===== config.mk =====
export PLATFORM = sky130hd
export DESIGN_NAME = upc_tag_tx
export DESIGN_NICKNAME = d
export VERILOG_FILES = /design/src/rtl/upc_tag_tx.sv
export SDC_FILE = /design/constraint.sdc
export NUM_CORES = 1
export LEC_CHECK = 0
export CAP_MARGIN = 10
export CORE_UTILIZATION = 57
export DETAILED_ROUTE_END_ITERATION = 8
export GPL_TIMING_DRIVEN = 0
export HOLD_SLACK_MARGIN = 0.03
export PLACE_DENSITY = 0.83
export SYNTH_ARGS = -nofsm -noshare
export SYNTH_HDL_FRONTEND = slang
export SYNTH_SLANG_ARGS = --single-unit
export TNS_END_PERCENT = 30

===== constraint.sdc =====
create_clock -name clk -period 3.6 [get_ports clk]
set_input_delay 0.72 -clock clk [delete_from_list [all_inputs] [get_ports clk]]
set_output_delay 0.72 -clock clk [all_outputs]
set_load 0.01 [all_outputs]

===== src/rtl/upc_tag_tx.sv =====
// upc_tag_tx -- transmit side of the store checkout link.
//
// Accepts a 4-bit item code (bit 0 is the secret mark bit) over a
// valid/ready handshake. It sends the code on one serial line with this
// frame layout:
//   start(0), c[3], c[2], c[1], c[0], even parity, STOP_BITS x stop(1)
// Each bit lasts BIT_CYCLES clocks. The line idles high.
//
// The block also latches the expected stolen/discount verdicts of the
// accepted code. This lets a bench or display compare them against the
// checker's result.
//
// Ports:
//   clk          system clock, rising edge
//   reset        async active-high, clears all state
//   code_in      item code word, sampled on acceptance only
//   code_valid   code_in is valid
//   code_ready   high only in IDLE
//   tx_line      serial output, idle high
//   busy         high from acceptance until return to IDLE
//   done         one-cycle pulse in the final cycle of the last stop bit
//   exp_stolen   expected stolen verdict of the accepted code
//   exp_discount expected discount verdict of the accepted code
//   frame_count  frames completed, wraps 255->0
module upc_tag_tx #(
  parameter int BIT_CYCLES = 4,
  parameter int STOP_BITS  = 1
) (
  input  logic       clk,
  input  logic       reset,
  input  logic [3:0] code_in,
  input  logic       code_valid,
  output logic       code_ready,
  output logic       tx_line,
  output logic       busy,
  output logic       done,
  output logic       exp_stolen,
  output logic       exp_discount,
  output logic [7:0] frame_count
);

  localparam int STOP_LEN = STOP_BITS * BIT_CYCLES;
  localparam int CW       = $clog2(STOP_LEN) + 1;
  localparam logic [CW-1:0] BIT_LAST  = CW'(BIT_CYCLES - 1);
  localparam logic [CW-1:0] STOP_LAST = CW'(STOP_LEN - 1);
  // Counter value one cycle before the last stop cycle. When the stop
  // phase is a single cycle this wraps to all-ones. The counter never
  // reaches all-ones in that case, because done is then raised on entry
  // to STOP instead.
  localparam logic [CW-1:0] STOP_PRE  = CW'(STOP_LEN - 2);

  typedef enum logic [2:0] {IDLE, START, DATA, PARITY, STOP} state_t;

  state_t        state;
  logic [CW-1:0] cnt;    // cycles spent in the current bit / stop phase
  logic [1:0]    bidx;   // data bit index, 0 = MSB
  logic [3:0]    sh;     // data shift register, MSB goes out first
  logic          par;

  always_ff @(posedge clk or posedge reset) begin
    if (reset) begin
      state        <= IDLE;
      cnt          <= '0;
      bidx         <= '0;
      sh           <= '0;
      par          <= 1'b0;
      tx_line      <= 1'b1;
      code_ready   <= 1'b1;
      busy         <= 1'b0;
      done         <= 1'b0;
      exp_stolen   <= 1'b0;
      exp_discount <= 1'b0;
      frame_count  <= '0;
    end else begin
      done <= 1'b0;
      case (state)
        IDLE: begin
          if (code_valid) begin
            state        <= START;
            sh           <= code_in;
            par          <= ^code_in;
            exp_discount <= code_in[1] | (code_in[0] & code_in[2]);
            exp_stolen   <= (code_in[0] & ~code_in[1] & ~code_in[3]) |
                            (~code_in[0] & ~code_in[2] & ~code_in[3]);
            cnt          <= '0;
            tx_line      <= 1'b0;
            busy         <= 1'b1;
            code_ready   <= 1'b0;
          end
        end
        START: begin
          if (cnt == BIT_LAST) begin
            cnt     <= '0;
            bidx    <= '0;
            state   <= DATA;
            tx_line <= sh[3];
          end else begin
            cnt <= cnt + 1'b1;
          end
        end
        DATA: begin
          if (cnt == BIT_LAST) begin
            cnt <= '0;
            if (bidx == 2'd3) begin
              state   <= PARITY;
              tx_line <= par;
            end else begin
              bidx    <= bidx + 2'd1;
              sh      <= {sh[2:0], 1'b0};
              // sh[2] becomes the new MSB after this shift
              tx_line <= sh[2];
            end
          end else begin
            cnt <= cnt + 1'b1;
          end
        end
        PARITY: begin
          if (cnt == BIT_LAST) begin
            cnt     <= '0;
            state   <= STOP;
            tx_line <= 1'b1;
            done    <= (STOP_LEN == 1);
          end else begin
            cnt <= cnt + 1'b1;
          end
        end
        STOP: begin
          if (cnt == STOP_LAST) begin
            cnt         <= '0;
            state       <= IDLE;
            busy        <= 1'b0;
            code_ready  <= 1'b1;
            frame_count <= frame_count + 8'd1;
          end else begin
            cnt  <= cnt + 1'b1;
            done <= (cnt == STOP_PRE);
          end
        end
        default: begin
          state      <= IDLE;
          cnt        <= '0;
          tx_line    <= 1'b1;
          busy       <= 1'b0;
          code_ready <= 1'b1;
        end
      endcase
    end
  end

endmodule

Yosys cells after proc, flatten, opt, wreduce, memory -nomap -nowiden

Cells that the tools add are included.

RAM bits: 0
Input port bits: 7
Bits in read-only memories: 0
Output and inout port bits: 14
Memories: 0
Register bits after elaboration: 27
Latch bits: 0

Muxes and demuxes: 30
Multiply operators: 0
Reductions and logical operators: 13
Add/subtract/negate cells: 3
Equal/unequal tests: 14
Bitwise operators: 13
Divide/modulo/power cells: 0
Order comparisons: 0
Shift-type cells: 0

Operators with widths:

| operator                                             | count |
|---|---|
| 2-to-1 mux 3 bit                                     | 8 |
| one-hot mux 3 bit (5 select lines)                   | 1 |
| != test 2 bit (second input constant)                | 7 |
| equality test 3 x 2 -> 1 bit (second input constant) | 4 |
| 2-to-1 mux 4 bit                                     | 3 |
| 2-to-1 mux 1 bit                                     | 9 |
| adder 8 x 1 -> 8 bit (second input constant)         | 1 |
| one-hot mux 4 bit (2 select lines)                   | 1 |
| AND reduction 4 bit                                  | 2 |
| 2-to-1 mux 2 bit                                     | 3 |
| inverter 1 bit                                       | 6 |
| one-hot mux 1 bit (3 select lines)                   | 2 |
| one-hot mux 3 bit (2 select lines)                   | 1 |
| AND reduction 6 bit                                  | 1 |
| bitwise AND 1 bit                                    | 5 |
| one-hot mux 1 bit (5 select lines)                   | 1 |
| AND reduction 5 bit                                  | 1 |
| one-hot mux 2 bit (2 select lines)                   | 1 |
| AND reduction 2 bit                                  | 2 |
| nonzero test 2 bit                                   | 2 |
| OR reduction 4 bit                                   | 1 |
| XOR reduction 4 bit                                  | 1 |
| adder 3 x 1 -> 3 bit (second input constant)         | 1 |
| equality test 3 x 1 -> 1 bit (second input constant) | 1 |
| other kinds (7)                                      | 8 |

Logic depth before layout (Yosys ltp)

Gate-level depths: netlist of run 1.

Depth after elaboration: 4
Depth in mapped cells: 6
Gate-level depth less buffers: 5

Worst setup path before layout of run 1

No wires, ideal clock.

Path type: input -> register
Start: in code_valid
End: reg tx_line
Required time: 3.515 ns
Path buffers: 1
Path slack: 1.970 ns
Arrival: 1.545 ns
Stages: 5
Cell sequence: nor2b_1 > and2_1 > buf_2 > nor2_1 > mux2_1

Word-level cells in the longest chain between the ends: 2

Ends and longest elaborated chain:

| element                              | line | text |
|---|---|---|
| from (decl)                          | 32   | `input logic code_valid,` |
| != test 2 bit (no source line)       | --   |  |
| AND reduction 5 bit (no source line) | --   |  |
| to (signal assigned)                 | 96   | `tx_line <= sh[3];` |
| to (signal assigned)                 | 106  | `tx_line <= par;` |
| to (signal assigned)                 | 111  | `tx_line <= sh[2];` |
| to (decl)                            | 34   | `output logic tx_line,` |

Every way passes these cells.
A chain may end at the register's enable or synchronous reset.

Final worst setup path of run 1

Start: reg code_ready
End: out code_ready

RTL lines:

| element                | line | text |
|---|---|---|
| from (decl)            | 33   | `output logic code_ready,` |
| from (signal assigned) | 68   | `code_ready <= 1'b1;` |
| from (signal assigned) | 88   | `code_ready <= 1'b0;` |
| from (signal assigned) | 132  | `code_ready <= 1'b1;` |

No word-level cell between the ends.

==> reports/results.txt, run 1 <==
Final Instance Area: 0.00165 mm2
Critical Path Source Type: flip-flop
MaxCap Viol Count: 0
Max stage delay on crit path: 570 ps
Vias/cell: 5.69
Cell variety after synth: 38
Clock Pin Slew Worst Setup and Hold Paths: 140 ps
Reg2reg end: bidx[0]$_DFFE_PP0P_
Rel. slew slack: 33.8%
Max Clk Rate: 0.466 GHz
I/O pins: 21
Status: finished clean
Mapped Cells: 134
WL final: 2.60 mm
Root buffer cell: clkbuf_4
Clk_lat worst skew: 330 ps
Unrepaired setup endpoints after global routing: false
Flop2flop setup slack: 1790 ps
Antenna violations before repair: 0
#FFs+latches synth: 27
Post-synth EDFFs: 0
Largest family of logic cells by synthesized area: simple AND/OR/NAND/NOR gates
Hold buffers post-CTS: 0
Largest net degree at the start of global routing: 28
Final worst path period share: 59.6%
PwrDens: 650 mW/mm2
Cell Area, Placed: 0.00162 mm2
Die Height: 51.3 um
Slew Viols, Final: 0
DRC viols: 0
# diodes: 0
Post-Synth Simple-Gate Area: 17.5%
Seq/Total Area, Yosys: 49.0%
Crit. End Element: output pin
Syn avg cell area: 10.3 um2
Non-Filler Instances: 186
CP Buf/Inv Count: 1
Internal Pwr Total: 670 uW
Minimum clock period: 2140 ps
# port buffers: 20
Actual slew at the worst max-slew pin: 992 ps
Wire length per cell: 14.0 um
Core Region: 0.00225 mm2
Async set-reset flop share out of synthesis: 100%
Post-synthesis compound-gate area fraction: 14.5%
Cts repair resizes: 0
Adder-cell share of the synthesized area: 4.52%
Setup tns final: 0 ps
DRT iter0 DRCs: 18
CTS tree: done
Total die area: 0.00263 mm2
Dpl hpwl: 1.99 mm
Sequential share of power: 43.5%
Area growth from synthesis to layout: 18.9%
Routability cong.: 0.880
Row cnt: 17
Initial core utilization: 61.4%
Netlist area before placement: 0.00139 mm2
Clock skew: 8.86 ps
Psw: 400 uW
Mux share of post-synthesis cell area: 3.88%
Register area: 678 um2
Placed cell count: 182
Final worst slack: 1460 ps
Crit path depth: 1
Worst Path Required: 2880 ps
Xor/xnor share of the synthesized area: 6.32%
Horiz. Die Dim: 51.3 um
Via count: 1058
Setup crit end: code_ready
First-pass GRT wire length: 4.48 mm
Multi-input gate area: 647 um2
Vias in the first global route: 1095
DRT Pass-1 Iters: 4
H-tree Lvls: 1
Leading cell type in the layout, fill and taps excluded: dfrtp_1
Reg2Reg Depth: 6
# clock sinks: 27
Antenna Violating Nets Remaining: 0
Commonest non-fill, non-tap cells in the layout: dfrtp_1, clkdlybuf4s50_1, nor2_1, nand2_1, xnor2_1
Cts bufs inserted: 3
GRT Overall Usage: 23.7%
Final-report hold violation count: 0
Switching power share of the total: 37.4%
R2R Path Start: cnt[0]$_DFFE_PP0P_
CP Max Fanout: 3
Worst VDD drop: 0.407 mV
CP max stage cell: dfstp_2
Net Count, Synth: 146
Part of the power in the clock network: 12.1%
Dominant synthesized flop cell: dfrtp_1
Remaining Overflow, GRT: 0
Maximum clock path buffer count: 2
CP startpoint: code_ready$_DFFE_PP1P_
Worst Setup Path Type: reg -> out
Final setup vio count: 0
# nets final: 171
Yosys warning count: 0
Hold Crit Class: reg -> reg
Setup repair bufs after CTS: 0
Worst path cell trace: clkdlybuf4s50_1
Combinational Power Share: 44.4%
Worst endpoint data arrival time: 1420 ps
Delay-heaviest family, CP: flip-flops
Placement Setup Slack: 1200 ps
Leakage: 0.732 nW
Layout cell share with drive strength beyond 1: 8.86%
Filler cell count: 186
## worst min-delay path by stage
| stage | start | endpoint | slack (ps) | depth (start not counted) |
|---|---|---|---|---|
| after floorplan | cnt[2]$_DFFE_PP0P_ | done$_DFF_PP0_ | 440 | 1 |
| after global placement | frame_count[7]$_DFFE_PP0P_ | frame_count[7]$_DFFE_PP0P_ | 460 | 1 |
| after detailed placement | frame_count[7]$_DFFE_PP0P_ | frame_count[7]$_DFFE_PP0P_ | 460 | 1 |
| after CTS | frame_count[7]$_DFFE_PP0P_ | frame_count[7]$_DFFE_PP0P_ | 480 | 1 |
| after global routing | frame_count[7]$_DFFE_PP0P_ | frame_count[7]$_DFFE_PP0P_ | 500 | 1 |
| final | frame_count[7]$_DFFE_PP0P_ | frame_count[7]$_DFFE_PP0P_ | 480 | 1 |
## area by class of cell
class	instances	share of cell area (%)
inverters	7	1.60
well taps	28	2.13
clock buffers	4	1.60
multi-input cells	94	39.3
repair buffers	20	12.2
flip-flops and latches	27	41.2
plain buffers	6	2.05
## stage by stage
stage	power [mW]	hold slack (ps)	util [%]
final	1.07	476	73.0
after global routing	1.15	503	73.0
after CTS	1.08	481	73.0
after floorplan	0.797	444	-
after global placement	0.919	456	71.9
after detailed placement	0.949	463	71.9
## synthesized netlist by cell type, types with 2 or more instances
cell / count / share of area [%]
a21oi_1: 5 / 1.8
a2bb2oi_1: 3 / 1.9
and3_1: 3 / 1.4
buf_2: 3 / 1.1
clkbuf_1: 2 / 0.54
dfrtp_1: 25 / 45
dfstp_2: 2 / 3.8
ha_1: 5 / 4.5
inv_1: 6 / 1.6
mux2_1: 3 / 2.4
mux2i_1: 2 / 1.4
nand2_1: 12 / 3.3
nand4_1: 4 / 1.8
nor2_1: 16 / 4.3
nor2b_1: 3 / 1.4
o21ai_0: 4 / 1.4
o21ai_1: 4 / 1.4
o22ai_1: 4 / 1.8
xnor2_1: 7 / 4.4
xor2_1: 3 / 1.9
## layer usage
layer,global-route usage (%),up-vias,part of all wire [%]
li1,-,516,-
met1,27.4,521,44
met2,41.0,17,52
met3,3.87,4,2.4
met4,14.0,0,2.0
met5,0,-,0
## flip-flops by register name, summed over array words and instances (netlist names)
name and cells:
bidx 2, done 1, par 1, cnt 3
exp_stolen 1, code_ready 1, busy 1, state 3
exp_discount 1, tx_line 1, sh 4, frame_count 8
## kinds of logic (layout without fill, tap and decap cells)
family                   after synthesis  after routing
AND/OR/NAND/NOR                       47             47
XOR/XNOR                              10             10
adder cells (fa/ha/maj)                5              5
AO/OA/AOI/OAI                         27             27
multiplexers                           5              5
buffers and inverters                 13             37
flip-flops                            27             27
## power by group through the flow
| stage | clock network [mW] | logic (mW) | registers, mW |
|---|---|---|---|
| floorplan | 0 | 0.323 | 0.474 |
| global placement | 0 | 0.452 | 0.468 |
| detailed placement | 0 | 0.477 | 0.473 |
| CTS | 0.136 | 0.479 | 0.466 |
| global route | 0.142 | 0.530 | 0.475 |
| finish | 0.130 | 0.475 | 0.465 |
No activity file was read; power rests on OpenSTA's default activity.
==> inputs of run 2 (changes only) <==
--- a/config.mk
+++ b/config.mk
@@ -6,11 +6,11 @@
 export NUM_CORES = 1
 export LEC_CHECK = 0
 export CAP_MARGIN = 10
-export CORE_UTILIZATION = 57
+export CORE_UTILIZATION = 47
 export DETAILED_ROUTE_END_ITERATION = 8
 export GPL_TIMING_DRIVEN = 0
 export HOLD_SLACK_MARGIN = 0.03
-export PLACE_DENSITY = 0.83
+export PLACE_DENSITY = 0.73
 export SYNTH_ARGS = -nofsm -noshare
 export SYNTH_HDL_FRONTEND = slang
 export SYNTH_SLANG_ARGS = --single-unit
==> constraint.sdc (replaced) <==
create_clock -name clk -period 1.9 [get_ports clk]
set_input_delay 0.38 -clock clk [delete_from_list [all_inputs] [get_ports clk]]
set_output_delay 0.38 -clock clk [all_outputs]
set_load 0.01 [all_outputs]
==> run 2 against run 1 <==
Net effect:
- clock power increased by 85%
- sequential share of layout area unchanged
- worst setup slack got worse by 1300 ps
- core utilization shrank 14 points
- critical path type unchanged
==> reports/results.txt, run 2 (same netlist as run 1, synthesis figures left out) <==
Status: finished clean
I/O pins: 21 (unchanged)
First-pass GRT wire length: 4.24 mm (-5.2%)
Most flops, register: frame_count
Total die area: 0.00317 mm2 (+20%)
Vias/cell: 5.45 (-4.2%)
GRT Overall Usage: 17.1% (-6.6 points)
Unrepaired setup endpoints after global routing: false
WL final: 2.45 mm (-5.8%)
Antenna Violating Nets Remaining: 0 (unchanged)
Rel. slew slack: 34.5% (+0.76 points)
Final Instance Area: 0.00165 mm2 (unchanged)
Internal Pwr Total: 1.26 mW (+89%)
CP max stage cell: dfstp_2
Dpl hpwl: 1.83 mm (-8.0%)
Via count: 1024 (-3.2%)
Crit path depth: 1 (unchanged)
Worst VDD drop: 0.683 mV (+68%)
Antenna violations before repair: 0 (unchanged)
Actual slew at the worst max-slew pin: 981 ps (-11.4 ps)
Worst endpoint data arrival time: 1400 ps (-20 ps)
Clk_lat worst skew: 310 ps (-20 ps)
Crit. End Element: output pin
Clock skew: 4.08 ps (-4.78 ps)
Worst path cell trace: clkdlybuf4s50_1
Cell Area, Placed: 0.00162 mm2 (+0.23%)
Max Clk Rate: 0.561 GHz
Reg2Reg Depth: 4 (-2)
# clock sinks: 27 (unchanged)
CP Max Fanout: 3 (unchanged)
Max reg flops: 8 (unchanged)
Cts bufs inserted: 3 (unchanged)
Horiz. Die Dim: 56.3 um (+9.7%)
Vias in the first global route: 984 (-10%)
Switching power share of the total: 37.0% (-0.34 points)
Worst Path Required: 1520 ps (-1360 ps)
Psw: 744 uW (+86%)
Final worst path period share: 93.8%
Worst Setup Path Type: reg -> out
# port buffers: 20 (unchanged)
Commonest non-fill, non-tap cells in the layout: dfrtp_1, clkdlybuf4s50_1, nor2_1, nand2_1, xnor2_1
Leakage: 0.731 nW (-0.16%)
Filler cell count: 231 (+24%)
MaxCap Viol Count: 0 (unchanged)
Area growth from synthesis to layout: 18.9% (unchanged)
Routability cong.: 0.852 (-3.2%)
# diodes: 0 (unchanged)
Placed cell count: 185 (+1.6%)
Clock Pin Slew Worst Setup and Hold Paths: 140 ps (about the same)
Largest net degree at the start of global routing: 28 (unchanged)
Part of the power in the clock network: 12.0% (about the same)
Root buffer cell: clkbuf_4
Layout cell share with drive strength beyond 1: 8.92% (+0.056 points)
Remaining Overflow, GRT: 0 (unchanged)
Row cnt: 19 (+2)
Final setup vio count: 0 (unchanged)
CP Buf/Inv Count: 1 (unchanged)
Slew Viols, Final: 0 (unchanged)
Max stage delay on crit path: 560 ps (about the same)
Non-Filler Instances: 188 (+1.1%)
Initial core utilization: 49.8% (-12 points)
Core Region: 0.00278 mm2 (+23%)
DRC viols: 0 (unchanged)
Hold Path Stages: 1 (unchanged)
Hold buffers post-CTS: 0 (unchanged)
Cts repair resizes: 0 (unchanged)
Combinational Power Share: 44.1% (-0.3 points)
Sequential share of power: 43.9% (+0.4 points)
Final hold slack: 488 ps (+11.6 ps)
Wire length per cell: 13.0 um (-6.8%)
DRT Pass-1 Iters: 4 (unchanged)
Hold Crit Class: reg -> reg
Delay-heaviest family, CP: flip-flops
Largest regs: frame_count: 8 flops, sh: 4 flops
H-tree Lvls: 1 (unchanged)
Maximum clock path buffer count: 2 (unchanged)
Die Height: 56.3 um (+9.7%)
CTS tree: done
Leading cell type in the layout, fill and taps excluded: dfrtp_1
Setup repair bufs after CTS: 0 (unchanged)
Critical Path Source Type: flip-flop
# nets final: 170 (-0.58%)
Minimum clock period: 1780 ps
DRT iter0 DRCs: 20 (+2)
PwrDens: 1220 mW/mm2 (+88%)
Final-report hold violation count: 0 (unchanged)
-- run 2: changes by cell type in the layout (fill, tap and decap cells not counted) --
cell	before	now
clkbuf_1	3	2
-- run 2: through the flow --
stage          setup TNS (ps)  total power, mW  setup WS (ps)  utilization [%]
2_1_floorplan               0             1.51            279                -
3_3_place_gp             -338             1.75           -101             58.4
3_5_place_dp             -428             1.79           -120             58.4
4_1_cts                     0             2.03           96.8             59.3
5_1_grt                     0             2.16           18.8             59.2
6_report                    0             2.01            118             59.2
-- run 2: final cells by class --
cell class | instances | area [um2] | share of cell area, %
flip-flops and latches | 27 | 678 | 41.2
repair buffers | 20 | 200 | 12.2
plain buffers | 5 | 30.0 | 1.82
multi-input cells | 94 | 647 | 39.3
well taps | 31 | 38.8 | 2.36
inverters | 7 | 26.3 | 1.60
clock buffers | 4 | 26.3 | 1.60
-- run 2: metal layers --
layer  global-route usage (%)  vias up  share of wire [%]
met1                     23.1      496                 49
met2                     27.2       14                 46
met3                     3.92        4                3.8
met5                        0        -                  0
met4                     6.27        0                1.1
li1                         -      510                  -
-- run 2: path summary, 6_finish.rpt --
path                       slack (ps)                          to                        from
setup / recovery                  120                  code_ready      code_ready$_DFFE_PP1P_
hold / removal                    490  frame_count[7]$_DFFE_PP0P_  frame_count[7]$_DFFE_PP0P_
setup reg to reg                  190           sh[2]$_DFFE_PP0P_         bidx[0]$_DFFE_PP0P_
hold reg to reg                   490  frame_count[7]$_DFFE_PP0P_  frame_count[7]$_DFFE_PP0P_
max in group asynchronous         730         bidx[1]$_DFFE_PP0P_                       reset
min in group asynchronous         580           sh[0]$_DFFE_PP0P_                       reset
-- run 2: power groups by stage --
stage	Clock [mW]	Combinational, mW	Sequential (mW)
2_1_floorplan	0	0.611	0.898
3_3_place_gp	0	0.870	0.883
3_5_place_dp	0	0.888	0.897
4_1_cts	0.250	0.892	0.885
5_1_grt	0.268	0.984	0.911
6_report	0.240	0.885	0.882
